File: src/rtl/mul_6_bit_seq_pkg.sv
// rtl/mul_6_bit_seq_pkg.sv - shared word width and sequencer state encodings
// Purpose : common definitions for the multi-cycle ALU sequencers.
// Ports   : none (package).
package mul_6_bit_seq_pkg;

   localparam int WORD_W = 6;
   localparam int CNT_W  = 3;

   // S_DONE is shared with the other multi-cycle ALU sequencers.
   typedef enum logic [1:0] {
      S_IDLE = 2'd0,
      S_RUN  = 2'd1,
      S_DONE = 2'd2
   } seq_state_t;

endpackage

File: src/rtl/mul_6_bit_seq_adder.sv
// rtl/mul_6_bit_seq_adder.sv - combinational 6-bit adder with carry, sign and zero flags
// Purpose : r = a + b, cf = carry out, sf = r msb, zf = (r == 0).
// Ports   : a, b (in, 6) ; r (out, 6) ; cf, sf, zf (out, 1)
module adder_6_bit
   import mul_6_bit_seq_pkg::*;
(
   input  logic [WORD_W-1:0] a,
   input  logic [WORD_W-1:0] b,
   output logic [WORD_W-1:0] r,
   output logic              cf,
   output logic              sf,
   output logic              zf
);

   logic [WORD_W:0] w_sum;

   assign w_sum = {1'b0, a} + {1'b0, b};
   assign r     = w_sum[WORD_W-1:0];
   assign cf    = w_sum[WORD_W];
   assign sf    = w_sum[WORD_W-1];
   assign zf    = (w_sum[WORD_W-1:0] == '0);

endmodule

File: src/rtl/mul_6_bit_seq.sv
// rtl/mul_6_bit_seq.sv - sequential unsigned 6x6 shift-and-add multiplier
// Purpose : runs one adder_6_bit over WIDTH clocks to form a 12-bit product.
// Ports   : clk, rst_n (async, active low), start, op_a, op_b (in)
//           busy, done, product[2*WIDTH-1:0], cf, zf (out)
module mul_6_bit_seq
   import mul_6_bit_seq_pkg::*;
#(
   parameter int WIDTH     = WORD_W,
   parameter bit DONE_HOLD = 1'b0
)(
   input  logic               clk,
   input  logic               rst_n,
   input  logic               start,
   input  logic [WIDTH-1:0]   op_a,
   input  logic [WIDTH-1:0]   op_b,
   output logic               busy,
   output logic               done,
   output logic [2*WIDTH-1:0] product,
   output logic               cf,
   output logic               zf
);

   seq_state_t         r_state;
   seq_state_t         w_state_nxt;
   logic [WIDTH-1:0]   r_mcand;
   logic [WIDTH-1:0]   r_acc;
   logic [WIDTH-1:0]   r_mq;
   logic [CNT_W-1:0]   r_cnt;
   logic [2*WIDTH-1:0] r_product;
   logic               r_cf;
   logic               r_zf;

   logic [WIDTH-1:0]   w_add_b;
   logic [WIDTH-1:0]   w_add_r;
   logic               w_add_cf;
   logic               w_add_sf_unused;
   logic               w_add_zf_unused;
   logic [2*WIDTH-1:0] w_shift;
   logic               w_accept;
   logic               w_last;

   // Partial product only added when the current multiplier bit is set.
   assign w_add_b = r_mq[0] ? r_mcand : '0;

   adder_6_bit u_adder (
      .a  (r_acc),
      .b  (w_add_b),
      .r  (w_add_r),
      .cf (w_add_cf),
      .sf (w_add_sf_unused),
      .zf (w_add_zf_unused)
   );

   // Carry and sum drop into the upper half; consumed multiplier bit falls off.
   assign w_shift  = {w_add_cf, w_add_r, r_mq[WIDTH-1:1]};
   assign w_accept = start && (r_state != S_RUN);
   assign w_last   = (r_state == S_RUN) && (r_cnt == CNT_W'(WIDTH-1));

   always_ff @(posedge clk or negedge rst_n) begin
      if (!rst_n) begin
         r_state <= S_IDLE;
      end else begin
         r_state <= w_state_nxt;
      end
   end

   always_comb begin
      w_state_nxt = r_state;
      case (r_state)
         S_IDLE:  if (start) w_state_nxt = S_RUN;
         S_RUN:   if (w_last) w_state_nxt = S_DONE;
         S_DONE: begin
            if (start)           w_state_nxt = S_RUN;
            else if (!DONE_HOLD) w_state_nxt = S_IDLE;
         end
         default: w_state_nxt = S_IDLE;
      endcase
   end

   always_ff @(posedge clk or negedge rst_n) begin
      if (!rst_n) begin
         r_mcand   <= '0;
         r_acc     <= '0;
         r_mq      <= '0;
         r_cnt     <= '0;
         r_product <= '0;
         r_cf      <= 1'b0;
         r_zf      <= 1'b0;
      end else if (w_accept) begin
         r_mcand <= op_a;
         r_mq    <= op_b;
         r_acc   <= '0;
         r_cnt   <= '0;
      end else if (r_state == S_RUN) begin
         {r_acc, r_mq} <= w_shift;
         r_cnt         <= r_cnt + 1'b1;
         if (w_last) begin
            r_product <= w_shift;
            r_cf      <= |w_shift[2*WIDTH-1:WIDTH];
            r_zf      <= (w_shift == '0);
         end
      end
   end

   always_comb begin
      busy    = (r_state == S_RUN);
      done    = (r_state == S_DONE);
      product = r_product;
      cf      = r_cf;
      zf      = r_zf;
   end

endmodule
File: config.mk
export PLATFORM = sky130hd
export DESIGN_NAME = mul_6_bit_seq
export DESIGN_NICKNAME = d
export VERILOG_FILES = /design/src/rtl/mul_6_bit_seq_pkg.sv /design/src/rtl/mul_6_bit_seq_adder.sv /design/src/rtl/mul_6_bit_seq.sv
export SDC_FILE = /design/constraint.sdc
export NUM_CORES = 1
export LEC_CHECK = 0
export ABC_AREA = 1
export BUFFER_PORTS_ARGS = -buffer_cell sky130_fd_sc_hd__buf_2
export CORE_ASPECT_RATIO = 1.2
export CORE_MARGIN = 3
export CORE_UTILIZATION = 55
export DETAILED_ROUTE_END_ITERATION = 10
export GPL_TIMING_DRIVEN = 0
export PLACE_DENSITY = 0.79
export SLEW_MARGIN = 30
export SYNTH_ARGS = -nofsm -noshare
export SYNTH_HDL_FRONTEND = slang
export SYNTH_SLANG_ARGS = --single-unit
File: constraint.sdc
create_clock -name clk -period 2.3 [get_ports clk]
set_input_delay 0.23 -clock clk [delete_from_list [all_inputs] [get_ports clk]]
set_output_delay 0.23 -clock clk [all_outputs]
set_load 0.01 [all_outputs]
==> impl_results.md <==
* Clk pin slew, worst setup/hold paths at 0.10 ns
* Worst Path Arrival at 2.30 ns
* CTS tree: built
* Max_slew headroom at 0.469
* Max VDD drop at 798 uV
* Fin. Hold Viols at 0
* Clock Latency Late Sink at 0.35 ns
* Clock Sinks at 37
* Commonest cells after routing, fill and taps aside: 69 x nand2_1, 37 x dfrtp_1, 32 x buf_2, 28 x inv_1, 18 x o21ai_0
* Share of layout cells above drive strength 1 at 0.196
* Drt pass-1 iters at 4
* Area grow syn2layout at 14.1%
* Top Ports at 31
* Fin Setup TNS at 0 ns
* Worst path bufs/invs at 3
* Synth Area in Simple Gates at 0.238
* Maxcap violations at 0
* Clk_skew at 0.00747 ns
* Synth Net Count at 235
* CTS H-tree depth at 2
* Critical-path top delay cell: fa_1
* Adder-Cell Fraction of Synth Area at 0.0661
* Crit path launch type: flip-flop
* CP Max Fanout at 7
* Initial Util at 0.584
* Bufs on Longest Clock Path at 2
* Post-Synthesis Cells at 211
* Worst hold slack at 0.0673 ns
* Internal at 1460 uW
* Fmax at 490 MHz
* Max Slew Vio Count at 0
* Antenna violations before repair at 0
* DRT iter0 DRCs at 69
* Largest net degree at the start of global routing at 38
* Drt drc at 0
* PortBufs at 30
* Rows at 22
* Post-DRT Antenna Nets at 0
* GRT Total Usage at 0.206
* Vias in the first global route at 1383
* First-pass GRT wire length at 6070 um
* Die width at 58.5 um
* CP Class: reg -> reg
* Root buf cell: clkbuf_4
* Crit path largest cell delay at 0.55 ns
* Synth Area in Compound Gates at 0.109
* Synth Area in XOR/XNOR at 0
* Sw Share at 0.420
* Fin crit share at 0.888
* GP Congestion at 0.778
* Fillers at 295
* Combinational share of power at 0.453
* Crit-path leading delay family: adder cells
* Clock share of power at 0.128
* Final Util at 0.667
* HP Class: in -> reg
* RSZ-0062 raised after global routing: false
* Vias/cell at 5.22
* Post-synthesis mux area share at 0
* Area of the multi-input gates at 749 sq um
* Worst Setup End Kind: flip-flop
* Routed len/inst at 12.1 um
* Number of distinct library cells after synthesis at 26
* Nets at 273
* Critical-path cell list: nand2_1 > inv_1 > ha_1 > inv_1 > fa_1 > nand3_1 > nor2_1 > nand3_1 > nor2_2 > nand3_1 > nand2_1 > inv_1
* Warnings, synthesis at 0
* Seq. cell area at 926 sq um
* Synth area leader: dfrtp_1
* Dpl hpwl at 2610 um
* Synth Area per Inst at 8.61 sq um
* Seq cells post-synth at 37
* Setup Viol. Count Final at 0
* Most common cell after layout, fill and taps aside: nand2_1
* Pin slew with the least headroom to its limit at 0.796 ns
* CTS-repair resized insts at 0
* Mapped cell area at 0.00182 sq mm
* Synth area leaders: dfrtp_1 51%, nand2_1 14%, inv_1 5.8%
* Total wire length at 3460 um
* Status: finished, final reports clean
* Sequential area share after synthesis at 0.510
* Area share of the largest cell type after synthesis at 0.510
* Main combinational cell family by area after synthesis: simple AND/OR/NAND/NOR gates
* Pwr Density at 1220 mW/mm^2
* Die Span Y at 69.0 um
* Inserted Diodes at 0
* Die area at 0.00403 sq mm
* Final Power at 2520 uW
* Via count at 1493
* Switch Pwr at 1060 uW
* Core area at 0.00311 sq mm
* Crit path time final at 2.04 ns
* Worst endpoint required time at 2.55 ns
* Fraction of power consumed by sequential logic at 0.419
* Total gr overflow at 0
* CTS Buf Count at 5
* Leakage at 0.00116 uW
area by class of cell:
type / count / share of cell area
sequential: 37 / 0.447
tap: 36 / 0.0217
clock buffer: 6 / 0.0199
buffer: 4 / 0.0121
timing repair buffer: 31 / 0.0772
clock inverter: 2 / 0.00483
multi-input combinational: 139 / 0.361
inverter: 31 / 0.0561
flip-flops by register name (all words and copies together), names as in the netlist:
name and cells:
r_mcand 6, r_state 2, r_acc 6, zf 1, cf 1, r_mq 6, product 12, r_cnt 3
tightest hold or removal path, stage by stage:
cell     delay (ns)
buf_2          0.07
nand2_1        0.04
nand2_1        0.04
power by group through the flow:
stage | Sequential (uW) | Combinational, uW | Clock [uW]
CTS | 1060 | 1160 | 334
detailed placement | 1070 | 1150 | 0
floorplan | 1100 | 774 | 0
global route | 1100 | 1320 | 365
finish | 1060 | 1140 | 323
global placement | 1060 | 1120 | 0
metrics by stage:
step	std cells	worst slack (ns)	instance area, sq um
after floorplan	211	0.510	1820
after global placement	277	0.320	2010
after detailed placement	277	0.279	2010
after CTS	286	0.248	2070
after global routing	286	0.0172	2070
final	286	0.258	2070
cells in the mapped netlist, drive strengths merged:
| library cell | n |
|---|---|
| nand2 | 71 |
| dfrtp | 37 |
| inv | 31 |
| o21ai | 18 |
| nand3 | 13 |
| ha | 8 |
| nor2 | 8 |
| o221ai | 5 |
| a21oi | 4 |
| buf | 3 |
| a31oi | 2 |
| nand4 | 2 |
| nor3 | 2 |
| a22oi | 1 |
| a32o | 1 |
| clkbuf | 1 |
| fa | 1 |
| o211ai | 1 |
| o22ai | 1 |
| or2 | 1 |
worst paths after layout:
| kind | from | end | slack (ns) | cells after the start |
|---|---|---|---|---|
| worst max register to register | r_mq[0]$_DFFE_PN0P_ | cf$_DFFE_PN0P_ | 0.26 | 12 |
| min in group asynchronous | rst_n | r_mcand[2]$_DFFE_PN0P_ | 0.51 | 2 |
| worst min register to register | zf$_DFFE_PN0P_ | zf$_DFFE_PN0P_ | 0.48 | 2 |
| worst max-delay path | r_mq[0]$_DFFE_PN0P_ | cf$_DFFE_PN0P_ | 0.26 | 12 |
| worst min-delay path | op_a[3] | r_mcand[3]$_DFFE_PN0P_ | 0.07 | 3 |
| max in group asynchronous | rst_n | r_acc[1]$_DFFE_PN0P_ | 1.30 | 2 |
cell families (layout without fill, tap and decap cells):
family	Yosys count	count (layout)
flip-flops	37	37
AND/OR/NAND/NOR	97	97
buffers and inverters	35	74
AO/OA/AOI/OAI	33	33
adder cells (fa/ha/maj)	9	9
per-layer routing:
layer | part of all wire | vias to the layer above | GRT usage
met2 | 0.48 | 36 | 0.331
met1 | 0.45 | 687 | 0.247
met5 | 0 | - | 0
li1 | - | 759 | -
met3 | 0.045 | 11 | 0.0410
met4 | 0.029 | 0 | 0.142
what timing repair did:
item / 4_1_cts / 5_1_grt
hold buffers: 1 / 0
setup buffers: 0 / 0
endpoints found under the setup margin: 0 / 0
endpoints found under the hold margin: 37 / 0
Power figures use the tool's default switching activity.
